[config.mk]
export PLATFORM = sky130hd
export DESIGN_NAME = serial_adder
export DESIGN_NICKNAME = d
export VERILOG_FILES = /design/src/rtl/serial_adder.sv
export SDC_FILE = /design/constraint.sdc
export NUM_CORES = 1
export LEC_CHECK = 0
export ABC_CLOCK_PERIOD_IN_PS = 1500
export BUFFER_PORTS_ARGS = -buffer_cell sky130_fd_sc_hd__buf_2
export CORE_MARGIN = 2
export CORE_UTILIZATION = 30
export DETAILED_ROUTE_END_ITERATION = 10
export PLACE_DENSITY = 0.54
export REMOVE_ABC_BUFFERS = 1
export SLEW_MARGIN = 20
export SYNTH_ARGS = -nofsm -noshare
export SYNTH_HDL_FRONTEND = slang
export SYNTH_SLANG_ARGS = --single-unit
[constraint.sdc]
create_clock -name clk -period 1.5 [get_ports clk]
set_input_delay 0.3 -clock clk [delete_from_list [all_inputs] [get_ports clk]]
set_output_delay 0.3 -clock clk [all_outputs]
set_load 0.05 [all_outputs]
[src/rtl/serial_adder.sv]
// serial_adder: bit-serial WIDTH-bit adder around a one-bit full-adder cell
// with a registered carry. Operands are captured on an accepted start and
// consumed LSB-first, one bit per clock. The sum bits are gathered into a
// parallel result, and a one-cycle done pulse marks each new result.
//
// Ports:
//   clk    - system clock, all state changes on the rising edge
//   rst_n  - asynchronous active-low reset
//   start  - request, sampled only in IDLE or FIN
//   a, b   - operands, captured when start is accepted
//   cin    - initial carry-in, captured with a/b
//   busy   - high while bits are being processed (RUN)
//   done   - one-cycle pulse: sum/cout newly valid
//   sum    - registered result a+b+cin, modulo 2^WIDTH
//   cout   - registered carry out of bit WIDTH-1
module serial_adder #(
  parameter int WIDTH = 8
) (
  input  logic             clk,
  input  logic             rst_n,
  input  logic             start,
  input  logic [WIDTH-1:0] a,
  input  logic [WIDTH-1:0] b,
  input  logic             cin,
  output logic             busy,
  output logic             done,
  output logic [WIDTH-1:0] sum,
  output logic             cout
);

  // The counter must be able to hold WIDTH, the value it reaches on the exit edge.
  localparam int CW = $clog2(WIDTH + 1);
  localparam logic [CW-1:0] LAST = CW'(WIDTH - 1);

  typedef enum logic [1:0] {
    IDLE,
    RUN,
    FIN
  } state_t;

  state_t           state;
  logic [WIDTH-1:0] ra;
  logic [WIDTH-1:0] rb;
  logic [WIDTH-1:0] rs;
  logic [WIDTH-1:0] rs_next;
  logic             cy;
  logic [CW-1:0]    cnt;
  logic             s;
  logic             c;

  // One-bit full-adder cell. The stored carry is fed back as carry-in.
  assign s = ra[0] ^ rb[0] ^ cy;
  assign c = (ra[0] & rb[0]) | (cy & (ra[0] ^ rb[0]));

  // The sum register fills from the MSB. After WIDTH shifts the first bit
  // produced (the LSB) has reached bit 0. Shifting and then overwriting the top
  // bit also covers WIDTH=1 without a special case.
  always_comb begin
    // NOTE: every always_comb output gets a default first, so no path can leave it unassigned and infer a latch.
    rs_next            = rs >> 1;
    rs_next[WIDTH-1]   = s;
  end

  // NOTE: all sequential state uses non-blocking assignments, so each register samples pre-edge values of its peers.
  always_ff @(posedge clk or negedge rst_n) begin
    if (!rst_n) begin
      state <= IDLE;
      busy  <= 1'b0;
      done  <= 1'b0;
      sum   <= '0;
      cout  <= 1'b0;
      ra    <= '0;
      rb    <= '0;
      rs    <= '0;
      cy    <= 1'b0;
      cnt   <= '0;
    end else begin
      done <= 1'b0;
      case (state)
        // FIN accepts start exactly like IDLE, so back-to-back operations
        // complete one result every WIDTH+1 cycles.
        IDLE, FIN: begin
          if (start) begin
            ra    <= a;
            rb    <= b;
            cy    <= cin;
            cnt   <= '0;
            busy  <= 1'b1;
            state <= RUN;
          end else begin
            busy  <= 1'b0;
            state <= IDLE;
          end
        end

        // start is not examined here. Requests during RUN are dropped.
        RUN: begin
          rs  <= rs_next;
          ra  <= ra >> 1;
          rb  <= rb >> 1;
          cy  <= c;
          cnt <= cnt + 1'b1;
          if (cnt == LAST) begin
            sum   <= rs_next;
            cout  <= c;
            busy  <= 1'b0;
            done  <= 1'b1;
            state <= FIN;
          end
        end

        default: begin
          busy  <= 1'b0;
          state <= IDLE;
        end
      endcase
    end
  end

endmodule

Word level (Yosys, flattened, before mapping)

Cells that the tools add are included.

Register bits after elaboration: 42
Input bits: 20
Output and inout bits: 11

Add/sub/neg operators: 1
Eq/ne operators: 5
Muxes and demuxes: 16
Bitwise logic cells: 5
Reduce and logical (&&, ||, !) cells: 5

Operator list:

| operator                                                               | count |
|---|---|
| 8-bit case mux with 2 select lines                                     | 2 |
| 8-bit 2-to-1 mux                                                       | 2 |
| 4-bit case mux with 2 select lines                                     | 1 |
| 1-bit 2-to-1 mux                                                       | 6 |
| 4-bit by 1-bit adder with 4-bit output (second input constant)         | 1 |
| 4-bit by 3-bit equality test with 1-bit output (second input constant) | 1 |
| 4-bit 2-to-1 mux                                                       | 1 |
| 2-bit inequality test (second input constant)                          | 2 |
| 1-bit case mux with 2 select lines                                     | 2 |
| 2-bit case mux with 2 select lines                                     | 1 |
| 2-bit AND reduction                                                    | 2 |
| 1-bit bitwise AND                                                      | 2 |
| 2-bit by 1-bit equality test with 1-bit output (second input constant) | 1 |
| 2-bit equality test (second input constant)                            | 1 |
| 2-bit zero test                                                        | 1 |
| 2-bit 2-to-1 mux                                                       | 1 |
| 2-bit nonzero test                                                     | 1 |
| 2-bit OR reduction                                                     | 1 |
| 1-bit XOR                                                              | 2 |
| 1-bit bitwise OR                                                       | 1 |

Depth between registers and ports, before layout

Gate-level depths: netlist of the first run.

Depth after elaboration: 4
Gate-level depth with buffers: 5

Worst setup path after synthesis of the first run

No wires, ideal clock.

Kind: register to register
Start point: reg state[0]
End point: reg cout
Data arrival time: 1.536 ns
Required time: 1.372 ns
Setup slack: -0.164 ns
Cell stages (with the launch flop): 5
Path buffers: 1
Cell sequence: dfrtp_1 and2b_4 nor3b_2 buf_4 mux2_1

Word-level cells in the longest chain between the ends: 2

RTL lines:

| item                                           | line | text |
|---|---|---|
| start: declaration                             | 41   | `state_t state;` |
| start signal: assignment                       | 67   | `state <= IDLE;` |
| start signal: assignment                       | 89   | `state <= RUN;` |
| start signal: assignment                       | 92   | `state <= IDLE;` |
| 2-bit by 1-bit equality test with 1-bit output | 79   | `case (state)` |
| 2-bit AND reduction (no line)                  | -    |  |
| end signal: assignment                         | 71   | `cout <= 1'b0;` |
| end signal: assignment                         | 105  | `cout <= c;` |
| end: declaration                               | 28   | `output logic cout` |

Every way passes these cells.
A chain may end at the register's enable or synchronous reset.

Worst setup path in the final report of the first run

Start point: reg cnt[1]
End point: reg sum[3]

Word-level cells in the longest chain between the ends: 2

RTL lines:

| item                                           | line | text |
|---|---|---|
| start: declaration                             | 47   | `logic [CW-1:0] cnt;` |
| start signal: assignment                       | 102  | `cnt <= cnt + 1'b1;` |
| 4-bit by 3-bit equality test with 1-bit output | 103  | `if (cnt == LAST) begin` |
| 2-bit AND reduction (no line)                  | -    |  |
| end signal: assignment                         | 104  | `sum <= rs_next;` |
| end: declaration                               | 27   | `output logic [WIDTH-1:0] sum,` |

Every way passes these cells.

==> impl_summary.txt, run 1 <==
----------------------------------------------------
[Global route]
  Vias in the first global route ... 1,131
  Antenna violations before repair ... 0
  Global-route usage over all layers ... 10.8%
  Largest net degree at the start of global routing ... 41
  First-pass GRT wire length ... 5220 µm
  Sum of overflow across all layers after global routing ... 0

[Layout]
  Final layout net count ... 177
  Number of antenna repair diodes ... 0
  Leading cell type in the layout, fill and taps excluded ... dfrtp_1
  Share of final-layout standard cells stronger than drive strength 1 ... 44.2%
  Area added between synthesis and finish ... 26.8%
  Top library cells by usage in the layout, fill and taps aside ... dfrtp_1 (40), buf_2 (30), a22o_1 (19)
  Share of the core filled with cells in the final layout ... 38.7%

[Clock network]
  CTS clock-pin slew for the worst setup and hold paths ... 0.08 ns
  Root Driver ... clkbuf_8
  Total number of clock tree sinks ... 40
  Number of buffers created by CTS ... 5
  TritonCTS clock tree ... built
  Clk_lat worst skew ... 0.28 ns
  Number of H-tree branching levels ... 2
  Number of hold-repair buffers added at the cts stage ... 0
  Worst-case clock buffer depth ... 2

[Worst setup path]
  Data arrival time of the critical path ... 1.63 ns
  Delay of the slowest critical-path stage ... 0.40 ns
  Worst setup SP type ... flip-flop
  Critical path class ... flip-flop to flip-flop
  Critical-path cell list ... ha_4 -> nand2_4 -> nor3b_4 -> buf_6 -> mux2_4
  Crit-path slowest cell ... dfrtp_1
  Crit Path Max Fanout ... 5
  Internal reg-to-reg setup slack ... 0.04 ns
  CP Buf/Inv Count ... 1
  Crit path capture type ... flip-flop
  Dominant delay contributor by cell family on the critical path ... flip-flops
  Req. time, crit path ... 1.67 ns

[Timing]
  Slew Limit Fails ... 0
  Clock skew ... 0.00747 ns
  Final cycle utilization of the critical path ... 97.4%
  Highest clock rate ... 684 MHz
  Transition time at the pin with the least slew margin ... 0.499 ns
  Tmin final ... 1.46 ns
  Crit path setup slack, layout ... 0.0385 ns
  Number of setup violations in the final report ... 0
  Number of hold violations in the final report ... 0
  Unrepaired setup endpoints after global routing ... true
  Slew margin rel. ... 66.7%

[Die]
  Initial core utilization ... 30.5%
  Number of rows created at floorplan ... 27
  Horizontal extent of the die ... 78.4 µm
  DIE AREA ... 0.00614 mm²
  Total I/O pin count ... 31
  Vertical die dimension ... 78.4 µm
  Floorplan Core Area ... 0.00544 mm²

[Synthesis]
  Cell types with the largest area share after synthesis ... dfrtp_1 (60%), a22o_1 (10%), a21o_1 (6.8%), mux2_1 (6.1%), mux2_2 (5.4%)
  Sequential fraction of the synthesis area ... 60.3%
  Mean instance size in the synthesized netlist ... 14.6 µm²
  Synth warn ... 0
  Total standard cell area after synthesis ... 0.00166 mm²
  Number of distinct library cells after synthesis ... 20
  Cell taking the most area after synthesis ... dfrtp_1
  Count of mapped cells out of synthesis ... 114
  FF+latch count, synth ... 40
  Area share of the leading cell type in the synthesized netlist ... 60.3%

[Hold path]
  Hold/Removal Path Class ... primary input to async pin

[Run]
  Max cap viols ... 0

[Placement]
  Setup WS pre-CTS ... 0.0179 ns
  HPWL reported at the end of detailed placement ... 1990 µm
  Count of input and output buffers ... 30
  Gpl congestion ... 0.683

[Route]
  Routed WL ... 3150 µm
  DR DRC count ... 0
  Number of violations reported at the end of detailed-routing iteration 0 ... 40
  Routed wire length per instance ... 13.8 µm
  Vias per cell ... 4.62
  Number of antenna-violating nets in the routed design ... 0
  Number of vias in the routed layout ... 1,054
  Iteration count of the initial detailed-routing pass ... 4

[Power and ir drop]
  Static Leak ... 1.09 nW
  Power density over the cells ... 2350 mW/mm²
  Worst voltage drop across the vdd grid ... 0.891 mV

[Run status]
  Result of the run ... finished clean

----------------------------------------------------
final cells by class:
cell class                      instances  area, µm²
Fill cell                             531       3340
Sequential cell                        40       1000
Multi-Input combinational cell         67        666
Timing Repair Buffer                   41        256
Clock buffer                            8       90.1
Tap cell                               72       90.1
state kept, by name, summed over array words and instances (netlist names):
name and count:
ra 8, rb 8, sum 8, rs 7, cnt 4, state 2, cout 1, cy 1
done 1
per-stage QoR:
stage	power (mW)	cells	setup TNS, ns	instance area (µm²)	hold WS, ns
detailed placement	3.95	217	0	1910	0.389
floorplan	3.37	107	-14.22	1610	0.00441
finish	4.94	228	0	2100	0.0682
global placement	3.85	217	0	1910	0.380
CTS	4.69	225	0	2000	0.0791
global route	5.28	228	-0.0884	2100	0.112
layer usage:
| metal | GRT usage (%) | part of all wire (%) |
|---|---|---|
| met1 | 13.6 | 50 |
| met2 | 17.1 | 44 |
| met3 | 3.56 | 5.4 |
| met4 | 4.21 | 0.98 |
| met5 | 0 | 0 |
final timing paths:
path                        start     end  cells after the start
min in group clk             b[7]   rb[7]                      2
hold reg to reg             rb[1]   rb[1]                      1
max in group asynchronous   rst_n   ra[0]                      2
setup reg to reg           cnt[1]  sum[3]                      5
hold / removal              rst_n    done                      2
setup / recovery           cnt[1]  sum[3]                      5
cell usage after synthesis:
master    count
fa_1          1
dfrtp_1      40
nor2_4        1
buf_6         2
a22o_1       19
a21o_1       15
nor3b_1       1
nor2b_1       2
nand2b_1      1
and2b_4       1
nor3b_2       1
mux2_2        8
buf_4         2
mux2i_1       2
ha_1          1
nand2_1       3
nand4_1       1
mux2_1        9
buf_2         3
o21ai_0       1
where the power goes:
part / internal [mW] / leakage (nW) / switching (mW) / total, mW
Clock: 0.375 / 0.0455 / 0.343 / 0.718
Sequential: 1.58 / 0.502 / 0.323 / 1.90
Combinational: 1.15 / 0.547 / 1.17 / 2.32
Total: 3.10 / 1.09 / 1.84 / 4.94
what timing repair did:
action,4_1_cts,5_1_grt
resized for setup,1,17
buffers inserted,0,2
setup endpoints to repair,3,25
pin swaps,1,3
cloned,0,1
kinds of logic (layout without fill, tap and decap cells):
kind of cell             after synthesis  count (layout)  share of synthesized area, %
AO/OA/AOI/OAI                         35              35                          17.1
multiplexers                          19              19                          12.7
adder cells (fa/ha/maj)                2               2                          1.96
buffers and inverters                  7              49                          3.17
AND/OR/NAND/NOR                       11              11                          4.68
flip-flops                            40              40                          60.3
(Power assumes the default switching activity.)
==> run 2, diff against run 1 <==
--- a/config.mk
+++ b/config.mk
@@ -9,6 +9,7 @@
 export BUFFER_PORTS_ARGS = -buffer_cell sky130_fd_sc_hd__buf_2
 export CORE_MARGIN = 2
 export CORE_UTILIZATION = 30
+export CTS_BUF_LIST = sky130_fd_sc_hd__clkbuf_8
 export DETAILED_ROUTE_END_ITERATION = 10
 export PLACE_DENSITY = 0.54
 export REMOVE_ABC_BUFFERS = 1
==> impl_summary.txt, run 2 (synthesized netlist as in run 1, its figures left out) <==
----------------------------------------------------
[Run status]
  Result of the run ... finished clean

[Run]
  Max cap viols ... 0

[Placement]
  HPWL reported at the end of detailed placement ... 1990 µm
  Count of input and output buffers ... 30
  Setup WS pre-CTS ... 0.0179 ns
  Area post-placement ... 0.00191 mm²
  Gpl congestion ... 0.683

[Timing]
  Slew Limit Fails ... 0
  Slew margin rel. ... 66.7%
  Tmin final ... 1.46 ns
  Number of hold violations in the final report ... 0
  Crit path setup slack, layout ... 0.0392 ns
  Highest clock rate ... 685 MHz
  Clock skew ... 0.00722 ns
  Number of setup violations in the final report ... 0
  Transition time at the pin with the least slew margin ... 0.500 ns
  Unrepaired setup endpoints after global routing ... true
  Smallest hold slack ... 0.0681 ns
  Final cycle utilization of the critical path ... 97.4%

[Clock network]
  Number of H-tree branching levels ... 2
  Worst-case clock buffer depth ... 2
  Total number of clock tree sinks ... 40
  Number of hold-repair buffers added at the cts stage ... 0
  CTS clock-pin slew for the worst setup and hold paths ... 0.08 ns
  TritonCTS clock tree ... built
  Number of buffers created by CTS ... 5
  Clk_lat worst skew ... 0.28 ns
  Root Driver ... clkbuf_8

[Die]
  Vertical die dimension ... 78.4 µm
  Initial core utilization ... 30.5%
  DIE AREA ... 0.00614 mm²
  Floorplan Core Area ... 0.00544 mm²
  Number of rows created at floorplan ... 27
  Horizontal extent of the die ... 78.4 µm
  Total I/O pin count ... 31

[Global route]
  Global-route usage over all layers ... 10.8%
  First-pass GRT wire length ... 5220 µm
  Largest net degree at the start of global routing ... 41
  Sum of overflow across all layers after global routing ... 0
  Vias in the first global route ... 1,131
  Antenna violations before repair ... 0

[Hold path]
  Hold/Removal Path Class ... primary input to async pin

[Layout]
  Share of final-layout standard cells stronger than drive strength 1 ... 44.2%
  Top library cells by usage in the layout, fill and taps aside ... dfrtp_1 (40), buf_2 (30), a22o_1 (19)
  Design Area, Final ... 0.00210 mm²
  Final layout net count ... 177
  Area added between synthesis and finish ... 26.8%
  Leading cell type in the layout, fill and taps excluded ... dfrtp_1
  Number of antenna repair diodes ... 0
  Share of the core filled with cells in the final layout ... 38.7%
  Registers with the most flip-flops ... ra (8), rb (8), sum (8)

[Worst setup path]
  Worst reg2reg endpoint ... sum[3]
  Req. time, crit path ... 1.67 ns
  Crit Path Max Fanout ... 5
  Worst R2R Path Depth ... 5
  Worst setup SP type ... flip-flop
  Data arrival time of the critical path ... 1.63 ns
  Crit path capture type ... flip-flop
  Internal reg-to-reg setup slack ... 0.04 ns
  Critical path class ... flip-flop to flip-flop
  Source of the worst register-to-register timing path ... cnt[1]

[Power and ir drop]
  Static Leak ... 1.10 nW
  Total power of the final layout ... 4.93 mW
  Worst voltage drop across the vdd grid ... 0.893 mV
  Power density over the cells ... 2340 mW/mm²

[Route]
  Number of vias in the routed layout ... 1,056
  Number of antenna-violating nets in the routed design ... 0
  Iteration count of the initial detailed-routing pass ... 4
  Routed WL ... 3150 µm
  Number of violations reported at the end of detailed-routing iteration 0 ... 40
  Vias per cell ... 4.63
  Routed wire length per instance ... 13.8 µm
  DR DRC count ... 0

----------------------------------------------------
## run 2: cell types whose count changed in the layout (fill, tap and decap cells not counted), sizes merged
cell | previous run | this run
clkbuf | 8 | 6
inv | 0 | 2
## run 2: per-layer routing
layer,global-route usage (%),share of wire [%],vias to the layer above
met3,3.56,5.4,4
met4,4.21,0.98,0
met1,13.6,50,518
met5,0,0,-
li1,-,-,501
met2,17.1,43,33
## run 2: worst max path at each step
stage	startpoint	endpoint	slack (ns)	depth (start not counted)
final	cnt[1]	sum[3]	0.04	5
after global placement	cnt[0]	cout	0.07	5
after detailed placement	state[0]	cnt[0]	0.02	4
after global routing	cnt[1]	sum[3]	-0.02	5
after CTS	cnt[0]	sum[3]	0.01	5
after floorplan	state[0]	sum[7]	-0.61	3
## run 2: what timing repair did
action                     4_1_cts  5_1_grt
setup endpoints to repair        3       25
gates resized for setup          1       17
pin swaps                        1        3
setup buffers                    0        2
gates cloned                     0        1
## run 2: report_power, final
part	internal (mW)	switching (mW)	leakage (nW)	total [mW]
sequential	1.58	0.323	0.502	1.90
combinational	1.15	1.17	0.547	2.32
clock	0.361	0.346	0.0538	0.708
total	3.08	1.84	1.10	4.93
## run 2: stage by stage
step,setup TNS [ns],cells
floorplan,-14.22,107
global placement,0,217
detailed placement,0,217
CTS,0,225
global route,-0.0877,228
finish,0,228
## run 2: worst max-delay path, cell delays in order (launching register included)
cell and delay (ns):
dfrtp_1 0.40, ha_4 0.17, nand2_4 0.05, nor3b_4 0.24, buf_6 0.18, mux2_4 0.30
## run 2: final cells by class
cell class,count,area [µm²]
clock buffers,6,82.6
multi-input cells,67,666
repair buffers,41,256
well taps,72,90.1
fillers,531,3340
clock inverters,2,7.51
flip-flops and latches,40,1000
==> run 3, diff against run 2 <==
--- a/config.mk
+++ b/config.mk
@@ -5,13 +5,15 @@
 export SDC_FILE = /design/constraint.sdc
 export NUM_CORES = 1
 export LEC_CHECK = 0
-export ABC_CLOCK_PERIOD_IN_PS = 1500
+export ABC_CLOCK_PERIOD_IN_PS = 1900
 export BUFFER_PORTS_ARGS = -buffer_cell sky130_fd_sc_hd__buf_2
+export CELL_PAD_IN_SITES_DETAIL_PLACEMENT = 1
+export CELL_PAD_IN_SITES_GLOBAL_PLACEMENT = 2
 export CORE_MARGIN = 2
 export CORE_UTILIZATION = 30
 export CTS_BUF_LIST = sky130_fd_sc_hd__clkbuf_8
 export DETAILED_ROUTE_END_ITERATION = 10
-export PLACE_DENSITY = 0.54
+export PLACE_DENSITY = 0.71
 export REMOVE_ABC_BUFFERS = 1
 export SLEW_MARGIN = 20
 export SYNTH_ARGS = -nofsm -noshare
==> constraint.sdc (replaced) <==
create_clock -name clk -period 1.9 [get_ports clk]
set_input_delay 0.38 -clock clk [delete_from_list [all_inputs] [get_ports clk]]
set_output_delay 0.38 -clock clk [all_outputs]
set_load 0.05 [all_outputs]
==> impl_summary.txt, run 3 (synthesized netlist as in run 1, its figures left out) <==
----------------------------------------------------
[Placement]
  HPWL reported at the end of detailed placement ... 2280 µm
  Count of input and output buffers ... 30
  Gpl congestion ... 0.698
  Setup WS pre-CTS ... 0.328 ns

[Route]
  Vias per cell ... 4.75
  Routed WL ... 3120 µm
  Number of violations reported at the end of detailed-routing iteration 0 ... 43
  Iteration count of the initial detailed-routing pass ... 3
  Number of antenna-violating nets in the routed design ... 0
  Number of vias in the routed layout ... 1,046
  DR DRC count ... 0
  Routed wire length per instance ... 14.2 µm

[Global route]
  First-pass GRT wire length ... 5450 µm
  Global-route usage over all layers ... 11.5%
  Antenna violations before repair ... 0
  Largest net degree at the start of global routing ... 22
  Vias in the first global route ... 1,146
  Sum of overflow across all layers after global routing ... 0

[Timing]
  Final cycle utilization of the critical path ... 82.6%
  Clock skew ... 0.00408 ns
  Highest clock rate ... 637 MHz
  Transition time at the pin with the least slew margin ... 0.484 ns
  Slew Limit Fails ... 0
  Final setup TNS ... 0 ns
  Number of setup violations in the final report ... 0
  Number of hold violations in the final report ... 0
  Unrepaired setup endpoints after global routing ... false
  Crit path setup slack, layout ... 0.331 ns
  Tmin final ... 1.57 ns
  Slew margin rel. ... 67.7%

[Die]
  Horizontal extent of the die ... 78.4 µm
  Floorplan Core Area ... 0.00544 mm²
  DIE AREA ... 0.00614 mm²
  Vertical die dimension ... 78.4 µm
  Initial core utilization ... 30.5%
  Total I/O pin count ... 31
  Number of rows created at floorplan ... 27

[Worst setup path]
  Delay of the slowest critical-path stage ... 0.36 ns
  Crit Path Max Fanout ... 13
  Critical path class ... flip-flop to flip-flop
  Data arrival time of the critical path ... 1.74 ns
  Worst setup SP type ... flip-flop
  Crit-path slowest cell ... dfrtp_1
  Req. time, crit path ... 2.07 ns
  Critical-path cell list ... and2b_4 -> nor3b_2 -> buf_4 -> mux2_1
  Crit path capture type ... flip-flop

[Clock network]
  CTS clock-pin slew for the worst setup and hold paths ... 0.07 ns
  Clk_lat worst skew ... 0.29 ns
  TritonCTS clock tree ... built
  Total number of clock tree sinks ... 40
  Worst-case clock buffer depth ... 2
  Number of H-tree branching levels ... 2
  Number of setup buffers added after CTS ... 0
  Number of buffers created by CTS ... 5
  Root Driver ... clkbuf_8
  Post-CTS sizing ... 0
  Number of hold-repair buffers added at the cts stage ... 0

[Layout]
  Final layout net count ... 170
  Top library cells by usage in the layout, fill and taps aside ... dfrtp_1 (40), buf_2 (30), a22o_1 (19)
  Leading cell type in the layout, fill and taps excluded ... dfrtp_1
  Registers with the most flip-flops ... ra (8), rb (8), sum (8)
  Number of antenna repair diodes ... 0
  Share of final-layout standard cells stronger than drive strength 1 ... 35.1%
  Area added between synthesis and finish ... 19.7%

[Power and ir drop]
  Static Leak ... 1.04 nW
  Worst voltage drop across the vdd grid ... 0.498 mV
  Power density over the cells ... 1830 mW/mm²

[Run status]
  Result of the run ... finished clean

[Run]
  Max cap viols ... 0

[Hold path]
  Hold/Removal Path Class ... primary input to async pin

----------------------------------------------------
## run 3: layout make-up
type	instances	area (µm²)
multi-input combinational	67	606
clock buffer	7	96.3
fill	601	3450
tap	72	90.1
sequential	40	1000
timing repair buffer	34	193
## run 3: worst paths after layout
kind                                from      to  slack [ns]  depth (start not counted)
worst min register to register    sum[2]  sum[2]        0.48                          1
worst min-delay path               rst_n  sum[4]        0.04                          1
worst max register to register  state[1]  sum[6]        0.33                          4
min in group clk                    b[7]   rb[7]        0.32                          2
max in group asynchronous          rst_n   ra[6]        1.38                          2
worst max-delay path            state[1]  sum[6]        0.33                          4
## run 3: through the flow
stage / area [µm²] / cells / power, mW / hold WS [ns] / utilization [%]
CTS: 1990 / 220 / 3.71 / 0.0547 / 36.5
detailed placement: 1890 / 213 / 3.11 / 0.372 / 34.7
finish: 1990 / 220 / 3.64 / 0.0439 / 36.5
floorplan: 1610 / 107 / 2.66 / 0.0844 / -
global route: 1990 / 220 / 3.91 / 0.0725 / 36.5
global placement: 1890 / 213 / 3.01 / 0.362 / 34.7
## run 3: critical path: cells and delay by family (launching register included)
| family | cells | cell delay (ns) |
|---|---|---|
| buffers and inverters | 1 | 0.20 |
| DFF | 1 | 0.36 |
| muxes | 1 | 0.34 |
| and+or+nand+nor | 2 | 0.55 |
## run 3: metal layers
| layer | vias up | routed length, µm | global-route usage (%) |
|---|---|---|---|
| met1 | 528 | 1350 | 13.7 |
| met5 | - | 0 | 0 |
| met4 | 0 | 44 | 4.21 |
| li1 | 483 | - | - |
| met2 | 28 | 1550 | 19.1 |
| met3 | 7 | 171 | 4.25 |
## run 3: power breakdown
group / internal (mW) / total, mW / switching, mW
combinational: 0.685 / 1.56 / 0.877
sequential: 1.24 / 1.49 / 0.243
clock: 0.323 / 0.594 / 0.271
